--- config.mk ---
export PLATFORM = sky130hd
export DESIGN_NAME = sme_job_feeder
export DESIGN_NICKNAME = d
export VERILOG_FILES = /design/src/rtl/sme_job_feeder.sv
export SDC_FILE = /design/constraint.sdc
export NUM_CORES = 1
export LEC_CHECK = 0
export ABC_CLOCK_PERIOD_IN_PS = 6100
export CAP_MARGIN = 10
export CORE_MARGIN = 10
export CORE_UTILIZATION = 35
export CTS_BUF_LIST = sky130_fd_sc_hd__clkbuf_2
export CTS_CLUSTER_DIAMETER = 100
export DETAILED_ROUTE_END_ITERATION = 7
export SYNTH_ARGS = -nofsm -noshare
export SYNTH_HDL_FRONTEND = slang
export SYNTH_SLANG_ARGS = --single-unit
--- constraint.sdc ---
create_clock -name clk -period 6.1 [get_ports clk]
set_clock_uncertainty 0.2 [all_clocks]
set_input_delay 1.525 -clock clk [delete_from_list [all_inputs] [get_ports clk]]
set_output_delay 1.525 -clock clk [all_outputs]
set_load 0.03 [all_outputs]
--- src/rtl/sme_job_feeder.sv ---
// sme_job_feeder: buffers one tagged byte-stream match job, replays it to the
// string-matching engine as gap-free isstring/ispattern bursts, then forwards
// the SME result (or a timeout) as a one-cycle strobe.
// Ports:
//   clk, reset                 clock and synchronous active-high reset
//   in_valid/in_ready          job byte handshake; in_data byte, in_kind 0=string 1=pattern,
//                              in_last marks the final (pattern) byte of the job
//   chardata/isstring/ispattern byte stream to the SME
//   sme_valid/sme_match/sme_index  SME result inputs
//   res_valid/res_match/res_index  forwarded result strobe
//   err                        pulse on dropped job or SME timeout
module sme_job_feeder #(
    parameter int unsigned STR_MAX = 32,
    parameter int unsigned PAT_MAX = 8,
    parameter int unsigned TIMEOUT = 64
) (
    input  logic       clk,
    input  logic       reset,
    input  logic       in_valid,
    output logic       in_ready,
    input  logic [7:0] in_data,
    input  logic       in_kind,
    input  logic       in_last,
    output logic [7:0] chardata,
    output logic       isstring,
    output logic       ispattern,
    input  logic       sme_valid,
    input  logic       sme_match,
    input  logic [4:0] sme_index,
    output logic       res_valid,
    output logic       res_match,
    output logic [4:0] res_index,
    output logic       err
);
    localparam int unsigned SCW = $clog2(STR_MAX + 1);
    localparam int unsigned SIW = $clog2(STR_MAX);
    localparam int unsigned PCW = $clog2(PAT_MAX + 1);
    localparam int unsigned PIW = $clog2(PAT_MAX);
    localparam int unsigned TW  = $clog2(TIMEOUT);

    typedef enum logic [2:0] {
        IDLE, LOAD_STR, LOAD_PAT, SEND_STR, SEND_PAT, WAIT_RES, DROP
    } state_e;

    state_e         state_q, state_d;
    logic [SCW-1:0] str_cnt_q, str_cnt_d;
    logic [PCW-1:0] pat_cnt_q, pat_cnt_d;
    logic [SCW-1:0] send_cnt_q, send_cnt_d;
    logic [TW-1:0]  timer_q, timer_d;
    logic           have_str_q, have_str_d;
    logic [7:0]     str_buf_q [STR_MAX];
    logic [7:0]     str_buf_d [STR_MAX];
    logic [7:0]     pat_buf_q [PAT_MAX];
    logic [7:0]     pat_buf_d [PAT_MAX];
    logic           in_ready_q, in_ready_d;
    logic [7:0]     chardata_q, chardata_d;
    logic           isstring_q, isstring_d;
    logic           ispattern_q, ispattern_d;
    logic           res_valid_q, res_valid_d;
    logic           res_match_q, res_match_d;
    logic [4:0]     res_index_q, res_index_d;
    logic           err_q, err_d;

    logic           xfer;
    logic           drop;
    logic [SCW-1:0] s_cnt;
    logic [PCW-1:0] p_cnt;

    // Next-state, buffer writes and registered-output values
    always_comb begin
        state_d     = state_q;
        str_cnt_d   = str_cnt_q;
        pat_cnt_d   = pat_cnt_q;
        send_cnt_d  = send_cnt_q;
        timer_d     = timer_q;
        have_str_d  = have_str_q;
        str_buf_d   = str_buf_q;
        pat_buf_d   = pat_buf_q;
        chardata_d  = '0;
        isstring_d  = 1'b0;
        ispattern_d = 1'b0;
        res_valid_d = 1'b0;
        res_match_d = 1'b0;
        res_index_d = '0;
        err_d       = 1'b0;
        drop        = 1'b0;
        xfer        = in_valid && in_ready_q;
        // A byte accepted in IDLE opens a new job, so counts restart from zero
        s_cnt       = (state_q == IDLE) ? '0 : str_cnt_q;
        p_cnt       = (state_q == IDLE) ? '0 : pat_cnt_q;

        case (state_q)
            IDLE, LOAD_STR, LOAD_PAT: begin
                if (xfer) begin
                    if (!in_kind) begin
                        if (state_q == LOAD_PAT || in_last || s_cnt == SCW'(STR_MAX)) begin
                            drop = 1'b1;
                        end else begin
                            str_buf_d[SIW'(s_cnt)] = in_data;
                            str_cnt_d = s_cnt + SCW'(1);
                            pat_cnt_d = '0;
                            state_d   = LOAD_STR;
                        end
                    end else begin
                        if ((s_cnt == '0 && !have_str_q) || p_cnt == PCW'(PAT_MAX)) begin
                            drop = 1'b1;
                        end else begin
                            pat_buf_d[PIW'(p_cnt)] = in_data;
                            pat_cnt_d = p_cnt + PCW'(1);
                            str_cnt_d = s_cnt;
                            state_d   = LOAD_PAT;
                            if (in_last) begin
                                send_cnt_d = SCW'(1);
                                if (s_cnt != '0) begin
                                    state_d    = SEND_STR;
                                    isstring_d = 1'b1;
                                    chardata_d = str_buf_q[0];
                                end else begin
                                    // Single-byte pattern-only job: byte is not in the buffer yet
                                    state_d     = SEND_PAT;
                                    ispattern_d = 1'b1;
                                    chardata_d  = (p_cnt == '0) ? in_data : pat_buf_q[0];
                                end
                            end
                        end
                    end
                    if (drop) begin
                        err_d   = 1'b1;
                        state_d = in_last ? IDLE : DROP;
                    end
                end
            end
            DROP: begin
                if (xfer && in_last) begin
                    state_d = IDLE;
                end
            end
            SEND_STR: begin
                if (send_cnt_q < str_cnt_q) begin
                    isstring_d = 1'b1;
                    chardata_d = str_buf_q[SIW'(send_cnt_q)];
                    send_cnt_d = send_cnt_q + SCW'(1);
                end else begin
                    // Pattern burst follows the last string byte with no idle cycle
                    have_str_d  = 1'b1;
                    ispattern_d = 1'b1;
                    chardata_d  = pat_buf_q[0];
                    send_cnt_d  = SCW'(1);
                    state_d     = SEND_PAT;
                end
            end
            SEND_PAT: begin
                if (send_cnt_q < SCW'(pat_cnt_q)) begin
                    ispattern_d = 1'b1;
                    chardata_d  = pat_buf_q[PIW'(send_cnt_q)];
                    send_cnt_d  = send_cnt_q + SCW'(1);
                end else begin
                    timer_d = '0;
                    state_d = WAIT_RES;
                end
            end
            WAIT_RES: begin
                if (sme_valid) begin
                    res_valid_d = 1'b1;
                    res_match_d = sme_match;
                    res_index_d = sme_index;
                    state_d     = IDLE;
                end else if (timer_q == TW'(TIMEOUT - 1)) begin
                    res_valid_d = 1'b1;
                    err_d       = 1'b1;
                    state_d     = IDLE;
                end else begin
                    timer_d = timer_q + TW'(1);
                end
            end
            default: state_d = IDLE;
        endcase

        in_ready_d = (state_d == IDLE) || (state_d == LOAD_STR) ||
                     (state_d == LOAD_PAT) || (state_d == DROP);
    end

    // Control and output registers
    always_ff @(posedge clk) begin
        if (reset) begin
            state_q     <= IDLE;
            str_cnt_q   <= '0;
            pat_cnt_q   <= '0;
            send_cnt_q  <= '0;
            timer_q     <= '0;
            have_str_q  <= 1'b0;
            in_ready_q  <= 1'b0;
            chardata_q  <= '0;
            isstring_q  <= 1'b0;
            ispattern_q <= 1'b0;
            res_valid_q <= 1'b0;
            res_match_q <= 1'b0;
            res_index_q <= '0;
            err_q       <= 1'b0;
        end else begin
            state_q     <= state_d;
            str_cnt_q   <= str_cnt_d;
            pat_cnt_q   <= pat_cnt_d;
            send_cnt_q  <= send_cnt_d;
            timer_q     <= timer_d;
            have_str_q  <= have_str_d;
            in_ready_q  <= in_ready_d;
            chardata_q  <= chardata_d;
            isstring_q  <= isstring_d;
            ispattern_q <= ispattern_d;
            res_valid_q <= res_valid_d;
            res_match_q <= res_match_d;
            res_index_q <= res_index_d;
            err_q       <= err_d;
        end
    end

    // Job byte buffers; contents are only read below the current counts
    always_ff @(posedge clk) begin
        str_buf_q <= str_buf_d;
        pat_buf_q <= pat_buf_d;
    end

    assign in_ready  = in_ready_q;
    assign chardata  = chardata_q;
    assign isstring  = isstring_q;
    assign ispattern = ispattern_q;
    assign res_valid = res_valid_q;
    assign res_match = res_match_q;
    assign res_index = res_index_q;
    assign err       = err_q;
endmodule

==> results of run 1 <==
[worst min path at each step]
stage	startpoint	endpoint	slack [ns]	cells after the start
after floorplan	timer_q[1]	timer_q[1]	0.26	2
after global placement	timer_q[1]	timer_q[1]	0.28	2
after detailed placement	timer_q[1]	timer_q[1]	0.28	2
after CTS	timer_q[1]	timer_q[1]	0.30	2
after global routing	timer_q[1]	timer_q[1]	0.33	2
final	timer_q[1]	timer_q[1]	0.29	2
[sequential cells by signal, indices dropped and copies added, names as in the netlist]
| register | cells |
|---|---|
| str_buf_q | 256 |
| pat_buf_q | 64 |
| chardata | 8 |
| send_cnt_q | 6 |
| str_cnt_q | 6 |
| timer_q | 6 |
| res_index | 5 |
| pat_cnt_q | 4 |
| state_q | 3 |
| err | 1 |
| have_str_q | 1 |
| in_ready | 1 |
| ispattern | 1 |
| isstring | 1 |
| res_match | 1 |
| res_valid | 1 |
[where the power goes]
| group | switching, W | leakage, nW | internal, W | total, W |
|---|---|---|---|---|
| logic | 0.000156 | 1.37 | 0.0000804 | 0.000236 |
| registers | 0.0000228 | 3.24 | 0.00272 | 0.00274 |
| clock network | 0.000969 | 0.611 | 0.000609 | 0.00158 |
[logic make-up after synthesis]
| kind of cell | count (synthesis) | share of synthesized area (%) |
|---|---|---|
| DFF | 365 | 70.53 |
| and+or+nand+nor | 193 | 6.381 |
| AOI/OAI and AO/OA | 130 | 5.869 |
| muxes | 104 | 13.79 |
| buffers and inverters | 62 | 1.797 |
| adders and majority gates | 16 | 1.343 |
| xor gates and xnor gates | 5 | 0.2939 |
[stage by stage]
step	instance area (um^2)	worst slack, ns	util, %
after floorplan	14900	2.615	-
after global placement	15920	1.369	37.86
after detailed placement	15920	1.303	37.86
after CTS	16720	1.749	39.76
after global routing	16730	1.369	39.80
final	16730	1.713	39.80
[cell type report]
cell class,instances,area (um^2),area share [%]
timing repair buffer,59,548.0,3.275
antenna,1,2.502,0.01496
tap,539,674.4,4.031
inverter,17,63.81,0.3814
sequential,365,10520,62.86
clock buffer,127,635.6,3.799
clock inverter,32,166.4,0.9945
multi-input combinational,448,4124,24.65
[cells in the final DEF, fill, tap and decap left out, types with 4 or more instances in the layout]
cell / count
sky130_fd_sc_hd__and2_1: 11
sky130_fd_sc_hd__clkinv_1: 21
sky130_fd_sc_hd__clkbuf_2: 127
sky130_fd_sc_hd__nor4_1: 5
sky130_fd_sc_hd__clkinv_2: 5
sky130_fd_sc_hd__nand3_1: 22
sky130_fd_sc_hd__ha_1: 16
sky130_fd_sc_hd__nand2b_1: 6
sky130_fd_sc_hd__o2bb2ai_1: 8
sky130_fd_sc_hd__a221oi_1: 8
sky130_fd_sc_hd__or4_1: 8
sky130_fd_sc_hd__buf_4: 19
sky130_fd_sc_hd__dfxtp_1: 43
sky130_fd_sc_hd__o211ai_1: 5
sky130_fd_sc_hd__clkdlybuf4s50_1: 38
sky130_fd_sc_hd__mux4_2: 81
sky130_fd_sc_hd__nor2_1: 67
sky130_fd_sc_hd__mux2i_1: 23
sky130_fd_sc_hd__inv_1: 17
sky130_fd_sc_hd__nand2_1: 36
sky130_fd_sc_hd__nor2b_1: 4
sky130_fd_sc_hd__o22ai_1: 14
sky130_fd_sc_hd__nand4_1: 5
sky130_fd_sc_hd__a31oi_1: 5
sky130_fd_sc_hd__a211oi_1: 10
sky130_fd_sc_hd__or3_1: 5
sky130_fd_sc_hd__a21oi_1: 31
sky130_fd_sc_hd__xnor2_1: 5
sky130_fd_sc_hd__o21ai_0: 24
sky130_fd_sc_hd__nor3_1: 8
sky130_fd_sc_hd__edfxtp_1: 320
[worst register-to-register path, stage by stage (launching register included)]
cell and delay (ns):
sky130_fd_sc_hd__dfxtp_1 0.63, sky130_fd_sc_hd__or3_1 0.60, sky130_fd_sc_hd__nand2_1 0.22, sky130_fd_sc_hd__ha_1 0.29
sky130_fd_sc_hd__or4b_1 0.20, sky130_fd_sc_hd__o211ai_1 0.16, sky130_fd_sc_hd__nor2_1 0.44, sky130_fd_sc_hd__nand2_1 0.55
sky130_fd_sc_hd__nor2_1 0.73
[metal layers]
| layer | vias to the layer above | part of all wire, % | global-route usage, % |
|---|---|---|---|
| met5 | - | 0 | 0 |
| met4 | 0 | 1.9 | 5.497 |
| met3 | 55 | 7.2 | 3.437 |
| met2 | 341 | 48 | 22.94 |
| met1 | 4296 | 43 | 19.13 |
| li1 | 3792 | - | - |
==> results.rst, run 1 <==
.. list-table::
   :header-rows: 1

   * - Metric
     - Value
   * - Area contributors post-synth
     - sky130_fd_sc_hd__edfxtp_1 64%, sky130_fd_sc_hd__mux4_2 12%, sky130_fd_sc_hd__dfxtp_1 6.0%
   * - Cell family with most CP delay
     - simple AND/OR/NAND/NOR gates
   * - Yosys warning count
     - 0
   * - TritonCTS clock tree
     - yes
   * - Capturing element type of the critical path
     - flop
   * - Overall track demand over capacity in global routing
     - around 15%
   * - Critical register-to-register path endpoint
     - str_buf_q[193]
   * - Setup TNS
     - 0 ns
   * - Number of setup violations in the final report
     - 0
   * - Termination of the worst setup path
     - str_buf_q[193]
   * - Number of clock buffers inserted by TritonCTS
     - 90
   * - Overall power
     - between 0.004 and 0.005 W
   * - Width of the die
     - ~230 um
   * - FFs w/ async S/R, synth
     - 0%
   * - Commonest cells in the synthesized netlist
     - 320 x sky130_fd_sc_hd__edfxtp_1, 81 x sky130_fd_sc_hd__mux4_2, 67 x sky130_fd_sc_hd__nor2_1
   * - Crit path max-delay cell type
     - sky130_fd_sc_hd__nor2_1
   * - Maximum net fanout on the critical path
     - 16
   * - Max-Slew Margin vs Limit
     - between 20% and 30%
   * - Wire length of the first global-routing pass
     - 54.99 mm
   * - Type of the worst setup path
     - flop to flop
   * - Final HPWL from detailed placement
     - roughly 23 mm
   * - Fraction of layout cells with a size suffix above 1
     - 24.14%
   * - Floorplan die area
     - 51230 um^2
   * - Die height
     - around 230 um
   * - Detailed-route via count
     - ~8500
   * - Data arrival, critical path
     - about 4.8 ns
   * - CP startpoint kind
     - flop
   * - H-tree Lvls
     - 3
   * - Unrepaired setup endpoints after global routing
     - no
   * - Peak supply drop
     - 111.2 uV
   * - Overall overflow remaining after global route
     - 0
   * - Synth top area share
     - roughly 64%
   * - Sequential share of the synthesized area
     - a little over two thirds
   * - Maximum frequency from static timing analysis
     - around 230 MHz
   * - Logic depth of the worst setup path including buffers
     - 8
   * - Ordered cell list for the critical path
     - or3_1, nand2_1, ha_1, or4b_1, o211ai_1, nor2_1, nand2_1, nor2_1
   * - Required time worst endpoint
     - approximately 6.5 ns
   * - Quantity of I/O buffers inserted on ports
     - 38
   * - Number of enable-type register cells in the synthesized netlist
     - between 300 and 400
   * - Most instantiated flip-flop cell in the synthesis netlist
     - sky130_fd_sc_hd__edfxtp_1
   * - Std-Cell Core Area
     - around 42000 um^2
   * - CTS Root Cell
     - sky130_fd_sc_hd__clkbuf_2
   * - Yosys reg bits
     - around 370
   * - Post-layout net count
     - 1017
   * - Clock sink count
     - ~370
   * - Total Wirelength
     - ~37 mm
   * - Critical path's largest stage delay
     - 0.72 ns
   * - Detailed-route DRC error count
     - 0
   * - Synthesized area divided by synthesized cell count
     - around 17 um^2
   * - Min Clock Period, post-route
     - about 4.4 ns
   * - Beginning of the critical path
     - state_q[2]
   * - Library cells used by synthesis
     - 56
   * - Library cell occupying the most area in the post-synthesis netlist
     - sky130_fd_sc_hd__edfxtp_1
   * - Count of placed standard cells including taps
     - around 1400
   * - I/O pins
     - 39
   * - Worst reg-to-reg setup slack
     - 1.71 ns
   * - Number of max-capacitance violations reported
     - 0
   * - Most repeated cell in the gate-level netlist after synthesis
     - sky130_fd_sc_hd__edfxtp_1
   * - Hold Buf Count CTS
     - 0
   * - Area growth, synth to finish
     - 12.28%
   * - Detailed-routing iteration count for the pre-antenna-repair pass
     - 5
   * - Post-route clock period utilization
     - between 70 and 80%
   * - Routability Congestion
     - between 0.8 and 0.9
   * - Cell Rows
     - 75
   * - Vias per cell
     - 5.343
   * - Final hold violations
     - 0
   * - Clk Latency, worst-skew pair
     - 0.99 ns
   * - Largest net degree at the start of global routing
     - 64
   * - Worst-Margin Slew
     - 1.150 ns
   * - CTS max path bufs
     - 3
   * - Routed length per placed instance
     - 23.07 um
   * - Buffers inserted during post-CTS setup optimization
     - 0
   * - Hold crit path type
     - flop to flop
   * - Number of global-route vias before repair
     - approximately 8700
   * - Clock-pin slew of the registers on the worst-case setup and hold paths
     - ~0.10 ns
   * - Number of standard cells in the layout, taps in and fillers out
     - 1588
   * - CP bufs+invs
     - 0
   * - Starting density of the core
     - between 30% and 40%
   * - Synthesized netlist net count
     - between 900 and 1000
   * - Netlist area before placement
     - approximately 15000 um^2
   * - Pins over their slew limit
     - 0
   * - Initial antenna violation count
     - 1
   * - Number of fill cells
     - slightly below 4000
   * - Resized Gates After CTS
     - 0
   * - Areal power density over the cells
     - 272.4 nW/um^2
   * - Outcome
     - completed
   * - Post-Syn Instances
     - approximately 880
   * - Leak pwr
     - 5.217 nW
   * - Violation count after the first detailed-routing iteration
     - 960
   * - Detail Route Antenna Nets
     - 0
   * - Reg2Reg Depth
     - 8
   * - Worst hold slack
     - a little under 0.3 ns
   * - Launch point of the worst reg-to-reg path
     - state_q[2]
No activity file was read; power rests on OpenSTA's default activity.
==> inputs of run 2 (changes only) <==
- ABC_CLOCK_PERIOD_IN_PS: 6100 -> 4600
- clock period: 6.1 -> 4.6 ns (I/O delays scaled with it)
==> run 2 against run 1 <==
Against the previous run:
- non-clock buffer count rose by 52
- combinational power up 43%
- hold slack gained 0.0040 ns
- cell area up 2.1%
- flip-flop and latch count is the same
- total power grew 32%
- fmax increased by 19%
- cell count grew 3.1%
- critical path depth increased by 1
- global-route usage fell by 0.42 points
- setup slack lost 0.79 ns
- critical endpoint is now chardata[7]
==> results.rst, run 2 (synthesis gave the netlist of run 1 again) <==
.. list-table::
   :header-rows: 1

   * - Metric
     - Value
   * - Min Clock Period, post-route
     - 3.682 ns (-0.7054 ns)
   * - Max-Slew Margin vs Limit
     - 40.44% (+18 points)
   * - CP startpoint kind
     - flop
   * - Hold crit path type
     - flop to flop
   * - Outcome
     - completed
   * - Pins over their slew limit
     - 0 (unchanged)
   * - Maximum net fanout on the critical path
     - 16 (unchanged)
   * - Detailed-route DRC error count
     - 0 (unchanged)
   * - Area growth, synth to finish
     - 14.68%
   * - Type of the worst setup path
     - flop to flop
   * - Clock sink count
     - 365 (unchanged)
   * - Violation count after the first detailed-routing iteration
     - 792 (-18%)
   * - Areal power density over the cells
     - 350.9 nW/um^2 (+29%)
   * - Worst-Margin Slew
     - 0.8934 ns (-0.2569 ns)
   * - Peak supply drop
     - 130.4 uV (+17%)
   * - Capturing element type of the critical path
     - flop
   * - Clk Latency, worst-skew pair
     - 0.92 ns (-0.07 ns)
   * - Post-route clock period utilization
     - 80.04% (+8.1 points)
   * - Detailed-routing iteration count for the pre-antenna-repair pass
     - 5 (unchanged)
   * - Final hold violations
     - 0 (unchanged)
   * - Number of max-capacitance violations reported
     - 0 (unchanged)
   * - Resized Gates After CTS
     - 0 (unchanged)
   * - Met3 track demand over resource in global routing
     - 3.049% (-0.39 points)
   * - Wire length of the first global-routing pass
     - 54.53 mm (-0.84%)
   * - Global-route track usage on met1
     - 20.60% (+1.5 points)
   * - Flip-flop count of the largest register, all copies and words added
     - 256 (unchanged)
   * - Number of clock buffers inserted by TritonCTS
     - 87 (-3.3%)
   * - Routed length per placed instance
     - 21.84 um (-5.3%)
   * - Largest net degree at the start of global routing
     - 66 (+3.1%)
   * - Final HPWL from detailed placement
     - 23.75 mm (+4.3%)
   * - Floorplan die area
     - 51230 um^2 (unchanged)
   * - Clock-pin slew of the registers on the worst-case setup and hold paths
     - 0.10 ns (about the same)
   * - Detail Route Antenna Nets
     - 0 (unchanged)
   * - TritonCTS clock tree
     - yes
   * - Buffers inserted during post-CTS setup optimization
     - 0 (unchanged)
   * - Maximum frequency from static timing analysis
     - 271.6 MHz (+19%)
   * - Most frequent standard cell in the layout excluding fill and tap cells
     - sky130_fd_sc_hd__edfxtp_1
   * - Total Wirelength
     - 35.77 mm (-2.3%)
   * - Routability Congestion
     - 0.8578 (-0.41%)
   * - H-tree Lvls
     - 3 (unchanged)
   * - Overall track demand over capacity in global routing
     - 14.12% (-0.42 points)
   * - I/O pins
     - 39 (unchanged)
   * - Detailed-route via count
     - 8681 (+2.3%)
   * - Number of setup violations in the final report
     - 0 (unchanged)
   * - Critical register-to-register path endpoint
     - chardata[7]
   * - Initial antenna violation count
     - 1 (unchanged)
   * - Core Util, Final
     - 40.65% (+0.85 points)
   * - Setup TNS
     - 0 ns (unchanged)
   * - Required time worst endpoint
     - 5.21 ns (-1.26 ns)
   * - Leak pwr
     - 5.469 nW (+4.8%)
   * - Post-layout net count
     - 1066 (+4.8%)
   * - Critical path's largest stage delay
     - 0.55 ns (-0.17 ns)
   * - Launch point of the worst reg-to-reg path
     - state_q[2]
   * - Crit path max-delay cell type
     - sky130_fd_sc_hd__or3_1
   * - Number of global-route vias before repair
     - 8471 (-2.7%)
   * - Hold Buf Count CTS
     - 0 (unchanged)
   * - Peak-usage layer in the global routing report
     - met1
   * - Data arrival, critical path
     - 4.29 ns (-0.47 ns)
   * - Reg2Reg Depth
     - 9 (+1)
   * - Unrepaired setup endpoints after global routing
     - no
   * - GR Util met2
     - 20.35% (-2.6 points)
   * - Std-Cell Core Area
     - 42040 um^2 (unchanged)
   * - Worst reg-to-reg setup slack
     - 0.92 ns (-0.79 ns)
   * - Ordered cell list for the critical path
     - or3_1, nand2_1, ha_1, or4b_1, a2bb2oi_1, nand4b_1, nor2_1, a221oi_1, a21oi_1
   * - Quantity of I/O buffers inserted on ports
     - 38 (unchanged)
   * - Termination of the worst setup path
     - chardata[7]
   * - Starting density of the core
     - 35.45% (unchanged)
   * - Fraction of layout cells with a size suffix above 1
     - 27.69% (+3.5 points)
   * - Vias per cell
     - 5.300 (-0.80%)
   * - Beginning of the critical path
     - state_q[2]
   * - Cell Rows
     - 75 (unchanged)
   * - Most used cells in the layout excluding fill and tap cells
     - 320 x sky130_fd_sc_hd__edfxtp_1, 129 x sky130_fd_sc_hd__clkbuf_2, 81 x sky130_fd_sc_hd__mux4_2, 72 x sky130_fd_sc_hd__buf_4, 67 x sky130_fd_sc_hd__nor2_1
   * - Hold Startpoint
     - timer_q[1]
   * - Die height
     - 226.3 um (unchanged)
   * - CTS max path bufs
     - 3 (unchanged)
   * - CTS Root Cell
     - sky130_fd_sc_hd__clkbuf_2
   * - Register bank with the most flops
     - str_buf_q
   * - Overall overflow remaining after global route
     - 0 (unchanged)
   * - Width of the die
     - 226.3 um (unchanged)
## run 2: final cells by class
class	count	area [um^2]
antenna	1	2.502
fill	3906	24950
tap	539	674.4
inverter	17	63.81
clock buffer	129	645.6
clock inverter	28	121.4
multi-input combinational	448	4124
timing repair buffer	111	940.9
sequential	365	10520
## run 2: report_power, final
part | switching [W] | leakage, nW | internal, W
Clock | 0.00128 | 0.592 | 0.000753
Sequential | 0.0000224 | 3.24 | 0.00361
Combinational | 0.000217 | 1.64 | 0.000120
Total | 0.00152 | 5.47 | 0.00448
## run 2: through the flow
stage,total power (W),setup slack (ns),cell area [um^2],std cells,hold WS (ns)
after floorplan,0.003885,1.343,14900,875,0.2619
after global placement,0.004038,0.8157,16320,1480,0.2748
after detailed placement,0.004041,0.7277,16320,1480,0.2827
after CTS,0.006074,0.9280,17090,1637,0.3001
after global routing,0.006279,0.7316,17090,1638,0.3397
final,0.005997,0.9180,17090,1638,0.2988
## run 2: worst min-delay path by stage
stage,to,slack [ns],cells after the start
after floorplan,timer_q[1],0.26,2
after global placement,timer_q[4],0.27,2
after detailed placement,timer_q[1],0.28,2
after CTS,timer_q[1],0.30,2
after global routing,timer_q[1],0.34,2
final,timer_q[1],0.30,2
## run 2: worst max-delay path: cells and delay by family (launching register included)
kind | cells | cell delay (ns)
simple gates | 5 | 2.02
compound gates | 3 | 0.65
flops | 1 | 0.48
fa+ha+maj | 1 | 0.23
## run 2: per-layer routing
layer / wire (um) / vias to the layer above / part of all wire, %
li1: - / 3899 / -
met1: 16740 / 4380 / 47
met2: 15830 / 339 / 44
met3: 2527 / 63 / 7.1
met4: 679 / 0 / 1.9
met5: 0 / - / 0
==> variant, RTL diff (config.mk and constraints of run 1) <==
`res_index_q` no longer has a reset.
--- a/src/rtl/sme_job_feeder.sv
+++ b/src/rtl/sme_job_feeder.sv
@@ -197,3 +197,2 @@
             res_match_q <= 1'b0;
-            res_index_q <= '0;
             err_q       <= 1'b0;
@@ -212,5 +211,8 @@
             res_match_q <= res_match_d;
-            res_index_q <= res_index_d;
             err_q       <= err_d;
         end
+    end
+
+    always_ff @(posedge clk) begin
+        res_index_q <= res_index_d;
     end
Formal check against the unedited RTL: no difference found for any inputs over 4 cycles, from zero or initial values and one cycle with reset high; that may be too few to reach the edited logic, so the function may still have changed.
==> variant against run 1 <==
Sequential cell count stayed put. Final area is 0.32% higher. Setup slack gained 0.29 ns. Fmax grew 7.1%. Total power is 3.5% higher. Cell count up 1.8%. Wire length fell by 5.0%. Synthesized area rose by 0.65%. Largest power group unchanged.
==> variant: results (changes against run 1) <==
Flow run
  – Total of max-cap violations: 0 (unchanged)

GRT
  – Vias in the first global route: 8679 (-0.32%)
  – Largest net degree at the start of global routing: 65 (+1.6%)
  – GRT Util Overall: 0.138 (-0.00777)
  – Initial antenna violation count: 1 (unchanged)
  – Global-route wire length before repair: 53500 µm (-2.7%)

CTS
  – Reg clk slew, reported paths: 0.09 ns
  – Clk buf depth: 3 (unchanged)
  – Post-CTS Setup Bufs: 0 (unchanged)
  – Num CTS Buffers: 86 (-4.4%)
  – Post-CTS sizing: 0 (unchanged)
  – Htree depth: 3 (unchanged)
  – Clock root buffer: clkbuf_2
  – Clk Latency, worst-skew pair: 0.98 ns

Power
  – Peak supply drop: 0.150 mV (+35%)
  – Lkg Pwr: 5.33 nW (+2.1%)

Yosys
  – Ys Warns: 0 (unchanged)
  – Xor-xnor portion of the synthesized cell area: 0.00175 (-0.00119)
  – Adder-cell share of the synthesized area: 0.0133 (-0.0000874)
  – Post-synth top cells: edfxtp_1 (320), nor2_1 (86), mux4_2 (80)
  – Count of flip-flops with a built-in enable after synthesis: 320 (unchanged)
  – Synth Area in Compound Gates: 0.0662 (+0.00754)
  – Mux share of post-synthesis cell area: 0.129 (-0.00899)
  – Sequential area share after synthesis: 0.701 (-0.00459)
  – Yosys cell types: 56 (unchanged)
  – Post-synth ARST share: 0 (unchanged)
  – Post-synth net total: 949 (+4.2%)
  – Most used DFF post-synth: edfxtp_1
  – Synth top area cells: edfxtp_1 (64%), mux4_2 (12%), dfxtp_1 (6.0%), nor2_1 (2.2%), a22oi_1 (2.1%)

Critical path
  – CP Max Fanout: 19 (+3)
  – Setup slack, reg-to-reg: 2.00 ns (+0.29 ns)
  – Slowest cell on crit path: dfxtp_1
  – Max incr delay on CP: 0.77 ns (+0.05 ns)

Cells and area
  – Fraction of layout cells with a size suffix above 1: 0.230 (-0.0109)
  – # fillers: 3880 (-0.33%)
  – Largest register FFs: 256 (unchanged)
  – Nets@finish: 1042 (+2.5%)
  – Reg with most FFs: str_buf_q

Route
  – Total number of vias: 8601 (+1.4%)
  – First-pass DRT Iterations: 5 (unchanged)
  – Wire length per cell: 21.5 µm (-6.7%)
  – Iteration-0 DRC Markers: 845 (-12%)

Timing
  – Least-Margin Pin Slew: 1.27 ns (+0.123 ns)
  – Hold Slack: 0.294 ns (-0.00109 ns)

Placed design
  – Final GP Congestion: 0.849 (-1.4%)
  – Dpl hpwl: 22100 µm (-3.1%)
  – PortBufs: 38 (unchanged)

Run status
  – Status: finished clean

Min path
  – Worst min-delay path category: flop to flop
==> variant: cell count changes after synthesis, sizes merged, moves of 6 or more <==
| cell | run 1 | this run |
|---|---|---|
| o22ai | 15 | 0 |
| nand2 | 36 | 51 |
| a211oi | 10 | 20 |
| nor3 | 8 | 14 |
| a221oi | 8 | 0 |
| a21oi | 31 | 23 |
| and3 | 3 | 11 |
| and2 | 11 | 4 |
| mux2i | 23 | 12 |
| nor2 | 67 | 86 |
| a22oi | 0 | 42 |
| o2bb2ai | 8 | 0 |
| or4 | 8 | 2 |
==> variant: path summary, 6_finish.rpt <==
kind,from,end,cells past startpoint
worst max-delay path,state_q[1]$_SDFF_PP0_,str_buf_q[105]$_DFFE_PP_,8
worst min-delay path,timer_q[5]$_SDFFE_PP0P_,timer_q[5]$_SDFFE_PP0P_,2
worst max register to register,state_q[1]$_SDFF_PP0_,str_buf_q[105]$_DFFE_PP_,8
worst min register to register,timer_q[5]$_SDFFE_PP0P_,timer_q[5]$_SDFFE_PP0P_,2
==> variant: per-layer routing <==
layer / wire (µm) / track usage / up-vias
li1: - / - / 3902
met1: 16400 / 0.197 / 4373
met2: 15600 / 0.201 / 282
met3: 2220 / 0.0371 / 44
met4: 569 / 0.0423 / 0
met5: 0 / 0 / -
==> variant: report_power, final <==
part           internal [mW]  switching [mW]  leakage (nW)
clock                  0.657           0.946         0.622
sequential              2.73          0.0482          3.24
combinational          0.135           0.206          1.46
total                   3.52            1.20          5.33
==> variant: area by class of cell <==
type,instances,share of cell area
multi-input cells,480,0.250
clock buffers,131,0.0391
repair buffers,55,0.0301
well taps,539,0.0402
clock inverters,27,0.00991
diodes,1,0.000149
inverters,18,0.00403
flip-flops and latches,365,0.627
==> variant: worst max-delay path: cells and delay by family, from the launching register on <==
family / cells / cell delay (ns)
and+or+nand+nor: 5 / 1.97
DFF: 1 / 0.77
AOI/OAI and AO/OA: 2 / 0.49
adders and majority gates: 1 / 0.28
==> variant: cell families after synthesis <==
logic type,Yosys count
adder cells (fa/ha/maj),16
flip-flops,365
multiplexers,93
AO/OA/AOI/OAI,145
buffers and inverters,68
XOR/XNOR,3
AND/OR/NAND/NOR,223
==> variant: stage by stage <==
stage,power [mW],setup WS (ns),instances,cell area [µm²]
after global routing,4.96,1.80,1616,16800
after floorplan,3.05,2.82,913,15000
after CTS,4.78,2.02,1613,16800
after global placement,3.17,1.61,1455,15900
after detailed placement,3.17,1.55,1455,15900
final,4.72,2.00,1616,16800
